`src/rtl/store_buffer_pkg.sv`:
```
// Shared types and constants for the store buffer: default geometry,
// pointer-width derivation and the buffer entry layout.
package store_buffer_pkg;

    localparam int SB_DEPTH = 4;
    localparam int SB_ABITS = 11;
    localparam int SB_DBITS = 32;

    // Pointer width for a power-of-two entry count.
    function automatic int sb_pbits(input int depth);
        return $clog2(depth);
    endfunction

    localparam int SB_PBITS = sb_pbits(SB_DEPTH);

    // One buffered store. Field widths follow SB_ABITS/SB_DBITS.
    typedef struct packed {
        logic                valid;
        logic [SB_ABITS-1:0] addr;
        logic [SB_DBITS-1:0] data;
    } sb_entry_t;

endpackage

```
`src/rtl/store_buffer_match.sv`:
```
// sb_match: DEPTH-way load address compare against the buffer entries with a
// youngest-first priority select. Age is measured backwards from the tail, so
// the entry just before tail is youngest and the entry at tail (when full) is
// oldest.
module sb_match
    import store_buffer_pkg::*;
#(
    parameter int DEPTH = SB_DEPTH,
    parameter int ABITS = SB_ABITS,
    parameter int PBITS = sb_pbits(DEPTH)
) (
    input  logic [DEPTH-1:0] valid_i,
    input  logic [ABITS-1:0] addr_i [DEPTH],
    input  logic [ABITS-1:0] ld_addr_i,
    input  logic [PBITS-1:0] tail_i,
    output logic             hit_o,
    output logic [PBITS-1:0] hit_idx_o
);

    logic [PBITS-1:0] idx;

    // Walk oldest to youngest so that a younger match overrides an older one.
    always_comb begin
        hit_o     = 1'b0;
        hit_idx_o = '0;
        idx       = '0;
        for (int k = DEPTH; k >= 1; k--) begin
            idx = tail_i - PBITS'(k);
            if (valid_i[idx] && (addr_i[idx] == ld_addr_i)) begin
                hit_o     = 1'b1;
                hit_idx_o = idx;
            end
        end
    end

endmodule

```
`src/rtl/store_buffer.sv`:
```
// store_buffer: in-order word-store FIFO sitting in front of the data array's
// single write port, with a combinational load probe for younger loads.
// Optional feature macro: STORE_BUFFER_FWD_EN enables data forwarding on
// LD_DATA; without it LD_DATA is tied to 0 and LD_HIT acts as a stall hint.
// DBITS/ABITS must equal the package entry widths.
module store_buffer
    import store_buffer_pkg::*;
#(
    parameter int DBITS = SB_DBITS,
    parameter int ABITS = SB_ABITS,
    parameter int DEPTH = SB_DEPTH
) (
    input  logic                   CLK,
    input  logic                   RESET,
    input  logic                   ST_VALID,
    output logic                   ST_READY,
    input  logic [ABITS-1:0]       ST_ADDR,
    input  logic [DBITS-1:0]       ST_DATA,
    input  logic [ABITS-1:0]       LD_ADDR,
    output logic                   LD_HIT,
    output logic [DBITS-1:0]       LD_DATA,
    input  logic                   MEM_GRANT,
    output logic                   MEM_WE,
    output logic [ABITS-1:0]       MEM_ADDR,
    output logic [DBITS-1:0]       MEM_DIN,
    output logic                   EMPTY,
    output logic [$clog2(DEPTH):0] COUNT
);

    localparam int              PBITS      = sb_pbits(DEPTH);
    localparam logic [PBITS:0]  FULL_COUNT = (PBITS+1)'(DEPTH);

    sb_entry_t        entries_q [DEPTH];
    sb_entry_t        entries_d [DEPTH];
    logic [PBITS-1:0] head_q, head_d;
    logic [PBITS-1:0] tail_q, tail_d;
    logic [PBITS:0]   count_q, count_d;

    logic             enq;
    logic             deq;
    logic             empty;
    logic [DEPTH-1:0] valid_vec;
    logic [ABITS-1:0] addr_vec [DEPTH];
    logic             hit;
    logic [PBITS-1:0] hit_idx;

    // Store handshake: a store transfers on a cycle with ST_VALID && ST_READY.
    // ST_READY depends only on the registered count, never on MEM_GRANT.
    assign empty    = (count_q == '0);
    assign ST_READY = !RESET && (count_q != FULL_COUNT);
    assign enq      = ST_VALID && ST_READY;
    assign deq      = !RESET && !empty && MEM_GRANT;

    assign MEM_WE   = deq;
    assign MEM_ADDR = entries_q[head_q].addr;
    assign MEM_DIN  = entries_q[head_q].data;
    assign EMPTY    = RESET || empty;
    assign COUNT    = RESET ? '0 : count_q;

    // Flatten entry fields for the matcher.
    always_comb begin
        valid_vec = '0;
        for (int i = 0; i < DEPTH; i++) begin
            valid_vec[i] = entries_q[i].valid;
            addr_vec[i]  = entries_q[i].addr;
        end
    end

    sb_match #(
        .DEPTH (DEPTH),
        .ABITS (ABITS),
        .PBITS (PBITS)
    ) u_match (
        .valid_i   (valid_vec),
        .addr_i    (addr_vec),
        .ld_addr_i (LD_ADDR),
        .tail_i    (tail_q),
        .hit_o     (hit),
        .hit_idx_o (hit_idx)
    );

    assign LD_HIT = !RESET && hit;

`ifdef STORE_BUFFER_FWD_EN
    assign LD_DATA = (!RESET && hit) ? entries_q[hit_idx].data : '0;
`else
    logic unused_hit_idx;
    assign unused_hit_idx = ^hit_idx;
    assign LD_DATA        = '0;
`endif

    // Next-state: drain clears the head entry, enqueue fills the tail entry.
    // Head and tail only coincide when empty (no drain) or full (no enqueue).
    always_comb begin
        entries_d = entries_q;
        head_d    = head_q;
        tail_d    = tail_q;
        count_d   = count_q;
        if (deq) begin
            entries_d[head_q].valid = 1'b0;
            head_d                  = head_q + 1'b1;
        end
        if (enq) begin
            entries_d[tail_q] = '{valid: 1'b1, addr: ST_ADDR, data: ST_DATA};
            tail_d            = tail_q + 1'b1;
        end
        case ({enq, deq})
            2'b10:   count_d = count_q + 1'b1;
            2'b01:   count_d = count_q - 1'b1;
            default: count_d = count_q;
        endcase
    end

    // State register; reset discards every pending store.
    always_ff @(posedge CLK) begin
        if (RESET) begin
            for (int i = 0; i < DEPTH; i++) begin
                entries_q[i] <= '0;
            end
            head_q  <= '0;
            tail_q  <= '0;
            count_q <= '0;
        end else begin
            entries_q <= entries_d;
            head_q    <= head_d;
            tail_q    <= tail_d;
            count_q   <= count_d;
        end
    end

endmodule

```
`config.mk`:
```
export PLATFORM = sky130hd
export DESIGN_NAME = store_buffer
export DESIGN_NICKNAME = d
export VERILOG_FILES = /design/src/rtl/store_buffer_pkg.sv /design/src/rtl/store_buffer_match.sv /design/src/rtl/store_buffer.sv
export SDC_FILE = /design/constraint.sdc
export NUM_CORES = 1
export LEC_CHECK = 0
export CAP_MARGIN = 30
export CORE_UTILIZATION = 43
export CTS_BUF_LIST = sky130_fd_sc_hd__clkbuf_2
export CTS_CLUSTER_DIAMETER = 150
export DETAILED_ROUTE_END_ITERATION = 10
export HOLD_SLACK_MARGIN = 0.1
export PLACE_DENSITY = 0.62
export SLEW_MARGIN = 5
export SYNTH_ARGS = -nofsm -noshare
export SYNTH_HDL_FRONTEND = slang
export SYNTH_HIERARCHICAL = 1
export SYNTH_SLANG_ARGS = --single-unit
```
`constraint.sdc`:
```
create_clock -name CLK -period 8.2 [get_ports CLK]
set_input_delay 2.46 -clock CLK [delete_from_list [all_inputs] [get_ports CLK]]
set_output_delay 2.46 -clock CLK [all_outputs]
set_load 0.01 [all_outputs]
```
Yosys cells after proc, flatten, opt, wreduce, memory -nomap -nowiden. Cells that the tools add are included.

Register bits after elaboration: 183. Input port bits: 58. Output and inout bits: 82. Word-level logic and storage cells: 98.

Order comparisons: 11. Reduce and logical (&&, ||, !) cells: 16. Multiplexer cells: 37. Bitwise logic cells: 5. Equality and inequality tests: 7. Add/subtract/negate cells: 7.

Operator list (count): 176-bit bitwise mux (2); 176-bit 2-to-1 mux (2); 44-bit demux with 2-bit select (2); 11-bit binary-select mux with 2-bit select (4); 44-bit binary-select mux with 2-bit select (1); 11-bit 2-to-1 mux (8); 44-bit 2-to-1 mux (2); 43-bit 2-to-1 mux (2); 11-bit equality test (4); 3-bit greater-or-equal comparator (second input constant) (5); 2-bit NOT with 3-bit output (5); 2-bit by 3-bit less-than comparator with 1-bit output (second input constant) (4); 1-bit logical AND (11); 1-bit binary-select mux with 2-bit select (4); 1-bit 2-to-1 mux (8); 3-bit by 1-bit less-than comparator with 1-bit output (second input constant) (2); 3-bit case mux with 2 select lines (1); 2-bit by 1-bit adder with 2-bit output (second input constant) (2); 2-bit subtractor (second input constant) (2); 3-bit by 1-bit adder with 3-bit output (second input constant) (1); 3-bit zero test (1); 3-bit 2-to-1 mux (1); 3-bit != test (second input constant) (1); 3-bit by 1-bit subtractor with 3-bit output (second input constant) (1); other kinds (6) (7).

Longest topological paths before layout. Gate-level depths: netlist of run 1.

Word-level depth: 11. Gate-level depth with buffers: 12. Mapped depth without buffers: 8.

Cells and area by module. The synthesis of run 1 kept the hierarchy.

By module, submodules not included: store_buffer (cells an instance 756, area each 8425.6 µm², times used 1, seq. area each 3663.5 µm²); sb_match (cells an instance 212, area each 1840.5 µm², times used 1, seq. area each 0.0 µm²).

Worst setup path before layout of run 1. Ideal clock, no wire load.

Kind: input port to output port. Start: in LD_ADDR[1]. End: out LD_HIT. Required time: 5740 ps. Stages on the path: 8. Setup slack: 1618 ps. Arrival time: 4122 ps. Path buffers: 1. Cell sequence: clkbuf_1 -> xnor2_1 -> a2111oi_0 -> a21oi_1 -> nor4_4 -> nor2_1 -> nand2_1 -> nor2b_1.

Word-level cells in the longest chain between the ends: 7. Elaborated cells between the ends (all ways): 13. Classes of those cells: 4 x eq/ne; 4 x mux; 5 x reduce/logical.

Ends and longest elaborated chain: from (decl) (RTL line store_buffer.sv:19) `input logic [ABITS-1:0] LD_ADDR,`; 11-bit equality test (RTL line store_buffer_match.sv:29) `if (valid_i[idx] && (addr_i[idx] == ld_addr_i)) begin`; 1-bit logical AND (RTL line store_buffer_match.sv:29); 1-bit 2-to-1 mux (3 in a row) (RTL line store_buffer_match.sv:29); 1-bit 2-to-1 mux (*) (RTL line store_buffer_match.sv:29); via hit (RTL line store_buffer.sv:44) `logic hit;`; 1-bit logical AND (*) (RTL line store_buffer.sv:82) `assign LD_HIT = !RESET && hit;`; to (decl) (RTL line store_buffer.sv:20) `output logic LD_HIT,`.

Mark *: on every way through the listed nets, which the timed path passes. The rest lies on a longest branch.

Worst setup path in the final report of run 1. Same ends and word-level chain as after synthesis.

==> out/summary.txt, run 1 <==
TIMING
---------------------------------------------------------------------------------
Worst rel slew slack                                                        41.5%
Fin crit share                                                              92.8%
Final worst path period need                                              7610 ps
Highest Clock Rate                                                        131 MHz
Count of final setup violators                                                  0
Final worst clock skew                                                    57.4 ps
Final max-slew violation count                                                  0
Final Hold Violating Endpoints                                                  0
Slew at the pin with the worst max-slew slack                              877 ps
Setup_tns                                                                    0 ps
Setup repair after global routing missed its margin                            no

SETUP PATH
---------------------------------------------------------------------------------
Top cell family by delay on the critical path                        buffers and inverters
Critical path peak fanout                                                      11
Worst path slowest cell                                              clkdlybuf4s50_1
Max stage delay on crit path                                               780 ps
Startpoint kind of the worst setup timing path                          input pin
Endpoint class of the critical path                                    output pin
Worst path cell trace                                                clkdlybuf4s50_1 -> xnor2_1 -> a2111oi_0 -> a21oi_1 -> nor4_4 -> nor2_1 -> nand2_1 -> nor2b_1 -> clkdlybuf4s50_1
Number of buffer and inverter instances along the worst setup path              2
Arrival time reported for the critical path endpoint                      5150 ps
R2R Setup Slk                                                             4860 ps
Most used cell along the critical path                               clkdlybuf4s50_1
CP Class                                                                in -> out
Required time of the critical path                                        5740 ps

LAYOUT
---------------------------------------------------------------------------------
Area growth, synth to finish                                                10.7%
Most common cell after layout, fill and taps aside                        dfxtp_1
Total non-filler cell area in the finished layout                     11300 sq um
Layout net count                                                             1053
Top library cells by usage in the layout, fill and taps aside        179 x dfxtp_1, 173 x and3_1, 124 x a31o_1, 107 x clkdlybuf4s50_1, 56 x mux4_2
Layout cell share with drive strength beyond 1                              16.5%

DETAILED ROUTING
---------------------------------------------------------------------------------
Average wire per cell in the routed design                                21.2 um
Vias per std cell                                                            5.96
Detailed-route wire length                                                27.8 mm
Detailed-router iteration count before antenna repair                           5
DRC errors left                                                                 0
Number of vias in the routed layout                                          7819
Detailed router's first-iteration violation count                             563
Number of antenna-violating nets in the routed design                           0

GLOBAL ROUTE
---------------------------------------------------------------------------------
Total routing usage reported by global routing                              23.2%
Initial antenna violation count                                                 1
Largest net degree at the start of global routing                              98
Sum of overflow across all layers after global routing                          0
Vias in the first global route                                               7702
Wire length of the first global-routing pass                              44.1 mm

OUTCOME
---------------------------------------------------------------------------------
Outcome                                                              finished, final reports clean

PLACE
---------------------------------------------------------------------------------
HPWL reported at the end of detailed placement                            16.2 mm
Number of buffer cells added on primary ports                                 107
Cell area reported after detailed placement                           11000 sq um
Gp weighted congestion                                                      0.894

LOGIC SYNTHESIS
---------------------------------------------------------------------------------
Number of synthesis warnings                                                    6
Post-Synthesis Cell Area                                              10200 sq um
Number of cells produced by synthesis                                         954
Mapped Avg Cell Area                                                   10.7 sq um

POWER
---------------------------------------------------------------------------------
Leakage                                                                   4.70 nW
Pwr/cell area                                                         162 nW/um^2
Max IR drop VDD                                                         0.0847 mV

RUN
---------------------------------------------------------------------------------
Max-capacitance violation count                                                 0

FLOORPLANNING
---------------------------------------------------------------------------------
Height of the chip                                                         156 um
Ports                                                                         140
Core Footprint                                                        22900 sq um
Horizontal extent of the die                                               156 um
Starting density of the core                                                44.4%
Number of cell rows                                                            55
Die area                                                              24300 sq um

MIN PATH
---------------------------------------------------------------------------------
Kind of path behind the tightest hold check                            reg -> reg

CTS
---------------------------------------------------------------------------------
Post-CTS Hold Fix Bufs                                                          0
Buffer cell driving the clock tree root                                  clkbuf_2
Number of clock buffers inserted by TritonCTS                                  17
Clock transition at the registers of the reported paths                    230 ps
Worst-skew pair later-pin latency                                          790 ps
Number of buffers on the longest clock path                                     2
Clock tree sinks                                                              183
Post CTS Setup Buffer Count                                                     0
Clock tree from TritonCTS                                                   built
Maximum level of the CTS H-tree                                                 4
Post-cts repair resize count                                                    0

[metal layers]
layer,global-route usage [%],vias up,share of wire (%)
li1,-,3638,-
met1,31.3,3940,46
met2,38.3,215,48
met3,4.61,26,5.5
met4,5.46,0,1.0
met5,0,-,0
[final timing paths]
check,startpoint,end,depth (start not counted)
worst max-delay path,LD_ADDR[1],LD_HIT,9
worst min-delay path,entries_q[95],entries_q[95],1
worst max register to register,count_q[0],count_q[2],9
worst min register to register,entries_q[95],entries_q[95],1
[per-stage QoR]
stage	hold slack, ps	worst slack [ps]	power, mW	utilization [%]	instances
floorplan	443	1800	1.26	-	985
CTS	509	642	1.84	49.1	1310
finish	503	591	1.83	49.1	1312
global route	525	468	1.92	49.1	1312
global placement	451	643	1.40	47.9	1276
detailed placement	458	654	1.40	48.2	1278
[area by class of cell]
| class | instances | area [sq um] |
|---|---|---|
| Antenna cell | 1 | 2.50 |
| Clock buffer | 19 | 95.1 |
| Clock inverter | 13 | 121 |
| Fill cell | 2183 | 11700 |
| Inverter | 15 | 58.8 |
| Multi-Input combinational cell | 647 | 5710 |
| Sequential cell | 183 | 3670 |
| Tap cell | 313 | 392 |
| Timing Repair Buffer | 121 | 1210 |
[registers in the layout (all words and copies together) (netlist names)]
register,count
entries_q,132
tail_q,2
head_q,2
count_q,3
addr_vec,44
[report_power, final]
| part | switching, mW | internal (mW) |
|---|---|---|
| clock | 0.327 | 0.116 |
| sequential | 0.0474 | 0.936 |
| combinational | 0.198 | 0.204 |
[worst register-to-register path, stage by stage (launching register included)]
cell	delay (ps)
dfxtp_1	470
or3b_4	710
buf_4	800
nand2_1	220
ha_1	290
inv_1	70
fa_1	170
xor2_1	70
or4_1	400
nand2_1	70
Power figures use the tool's default switching activity.
==> inputs of run 2 (changes only) <==
--- a/config.mk
+++ b/config.mk
@@ -11,9 +11,8 @@
 export CTS_CLUSTER_DIAMETER = 150
 export DETAILED_ROUTE_END_ITERATION = 10
 export HOLD_SLACK_MARGIN = 0.1
-export PLACE_DENSITY = 0.62
+export PLACE_DENSITY = 0.63
 export SLEW_MARGIN = 5
 export SYNTH_ARGS = -nofsm -noshare
 export SYNTH_HDL_FRONTEND = slang
-export SYNTH_HIERARCHICAL = 1
 export SYNTH_SLANG_ARGS = --single-unit
==> run 2 against run 1 <==
Routed wire length shrank 8.9%. Die area is 7.4% lower. Count of clock-buffer cells in the layout is 1 lower. Critical path type unchanged. Largest cell class unchanged.
==> out/summary.txt, run 2 <==
OUTCOME
---------------------------------------------------------------------------------
Outcome                                                              finished, final reports clean

TIMING
---------------------------------------------------------------------------------
Count of final setup violators                                                  0
Final max-slew violation count                                                  0
Slew at the pin with the worst max-slew slack                              936 ps
Worst rel slew slack                                                        37.6%
Highest Clock Rate                                                        133 MHz
Worst Setup Slack, final                                                   700 ps
Fin crit share                                                              91.5%
Final worst path period need                                              7500 ps
Final worst clock skew                                                    31.6 ps
Final Hold Violating Endpoints                                                  0
Setup repair after global routing missed its margin                            no
Setup_tns                                                                    0 ps

DETAILED ROUTING
---------------------------------------------------------------------------------
Number of vias in the routed layout                                          7835
Detailed-router iteration count before antenna repair                           5
Vias per std cell                                                            5.49
Number of antenna-violating nets in the routed design                           0
Detailed router's first-iteration violation count                             492
DRC errors left                                                                 0
Average wire per cell in the routed design                                17.7 um
Detailed-route wire length                                                25.3 mm

CTS
---------------------------------------------------------------------------------
Number of buffers on the longest clock path                                     2
Clock tree from TritonCTS                                                   built
Number of clock buffers inserted by TritonCTS                                  17
Buffer cell driving the clock tree root                                  clkbuf_2
Post CTS Setup Buffer Count                                                     0
Maximum level of the CTS H-tree                                                 4
Worst-skew pair later-pin latency                                          800 ps
Clock tree sinks                                                              183
Post-CTS Hold Fix Bufs                                                          0
Clock transition at the registers of the reported paths                    250 ps
Post-cts repair resize count                                                    0

SETUP PATH
---------------------------------------------------------------------------------
Max stage delay on crit path                                               670 ps
Arrival time reported for the critical path endpoint                      5040 ps
Top cell family by delay on the critical path                        buffers and inverters
Critical path peak fanout                                                      11
Worst path cell trace                                                clkdlybuf4s50_1 -> a221o_1 -> or3_1 -> a211oi_1 -> a41oi_1 -> a31oi_1 -> clkdlybuf4s50_1
Endpoint class of the critical path                                    output pin
Required time of the critical path                                        5740 ps
Number of buffer and inverter instances along the worst setup path              2
CP Class                                                                in -> out
Most used cell along the critical path                               clkdlybuf4s50_1
Worst path slowest cell                                              clkdlybuf4s50_1
Startpoint kind of the worst setup timing path                          input pin

LOGIC SYNTHESIS
---------------------------------------------------------------------------------
Number of enable-type register cells in the synthesized netlist                 0
Synth top cells by count                                             359 x nand2_1, 183 x dfxtp_1, 181 x a21oi_1, 73 x clkbuf_1, 66 x mux4_2
Top post-synthesis cells by area                                     dfxtp_1 39%, mux4_2 16%, nand2_1 14%
Fraction of registers with async set or reset after synthesis                  0%
Portion of synthesized cell area occupied by the leading cell type          38.9%
Mapped Avg Cell Area                                                   8.70 sq um
Flop and latch count out of synthesis                                         183
Most used DFF post-synth                                                  dfxtp_1
Sequential-to-total area share from yosys stat                              38.9%
Number of cells produced by synthesis                                        1082
Cell taking the most area after synthesis                                 dfxtp_1
Post-Synthesis Cell Area                                               9410 sq um
Number of synthesis warnings                                                    0
Count of unique library cells instantiated by Yosys                            44
Library cell with the highest instance count after synthesis              nand2_1

LAYOUT
---------------------------------------------------------------------------------
Area growth, synth to finish                                                14.6%
Utilization of the core after routing                                       50.8%
Layout cell share with drive strength beyond 1                              11.0%
Register with the highest flop count                                    entries_q
Max reg flops                                                                 132
Post-route non-filler standard cell count                                    1426
Top library cells by usage in the layout, fill and taps aside        359 x nand2_1, 181 x a21oi_1, 180 x dfxtp_1, 106 x clkdlybuf4s50_1, 66 x mux4_2
Most common cell after layout, fill and taps aside                        nand2_1
Layout net count                                                             1204

RUN
---------------------------------------------------------------------------------
Max-capacitance violation count                                                 0

PLACE
---------------------------------------------------------------------------------
HPWL reported at the end of detailed placement                            16.1 mm
Cell Count Post-Placement                                                    1392
Number of buffer cells added on primary ports                                 107
Gp weighted congestion                                                      0.978
Worst setup timing slack at the placement stage                            731 ps

POWER
---------------------------------------------------------------------------------
Leakage                                                                   3.48 nW
Final Total Pwr                                                           1.69 mW
Max IR drop VDD                                                         0.0806 mV
Pwr/cell area                                                         156 nW/um^2

MIN PATH
---------------------------------------------------------------------------------
Kind of path behind the tightest hold check                            reg -> reg

GLOBAL ROUTE
---------------------------------------------------------------------------------
Wire length of the first global-routing pass                              40.6 mm
Global Route met2 Usage                                                     37.6%
Vias in the first global route                                               7448
Sum of overflow across all layers after global routing                          0
Initial antenna violation count                                                 2
Global-route track usage on met1                                            32.0%
GRT met3 Usage                                                              5.21%
Total routing usage reported by global routing                              23.5%
Largest net degree at the start of global routing                              85
Most utilized layer in the global route result                               met2

FLOORPLANNING
---------------------------------------------------------------------------------
Starting density of the core                                                44.4%
Height of the chip                                                         150 um
Horizontal extent of the die                                               150 um
Number of cell rows                                                            53
Core Footprint                                                        21200 sq um
Die area                                                              22500 sq um
Ports                                                                         140

## run 2: worst paths after layout
check	startpoint	to	slack, ps	cells past startpoint
min reg2reg	entries_q[90]	entries_q[90]	470	2
min	entries_q[90]	entries_q[90]	470	2
max	LD_ADDR[1]	LD_HIT	700	7
max reg2reg	count_q[0]	entries_q[44]	5370	7
## run 2: tightest hold or removal path: stages, from the launching register on
cell	delay (ps)
dfxtp_1	370
nand2_1	50
a21oi_1	50
## run 2: stage by stage
stage | area, sq um | hold WS [ps]
4_1_cts | 10800 | 472
3_3_place_gp | 10400 | 439
3_5_place_dp | 10500 | 444
5_1_grt | 10800 | 484
6_report | 10800 | 470
2_1_floorplan | 9530 | 433
## run 2: cell type report
class,instances,area (sq um)
tap,275,344
sequential,183,3670
timing repair buffer,123,1260
clock inverter,14,156
multi-input combinational,794,5200
antenna,2,5.00
fill,2078,10400
inverter,17,63.8
clock buffer,18,90.1
## run 2: cells by family after synthesis
| kind of cell | synth area share, % |
|---|---|
| buffers and inverters | 7.14 |
| muxes | 19.7 |
| xor gates and xnor gates | 4.00 |
| adders and majority gates | 1.41 |
| other | 0.0398 |
| and+or+nand+nor | 16.1 |
| DFF | 38.9 |
| AOI/OAI and AO/OA | 12.7 |
## run 2: routing by layer
layer / share of wire, % / vias up
met2: 47 / 270
met5: 0 / -
li1: - / 3752
met4: 1.1 / 0
met3: 7.5 / 23
met1: 44 / 3790
## run 2: power by group
group	internal (mW)	total, mW	switching [mW]	leakage [nW]
Sequential	0.915	0.935	0.0201	1.48
Clock	0.128	0.474	0.347	0.151
Combinational	0.128	0.277	0.149	1.84
Total	1.17	1.69	0.516	3.48
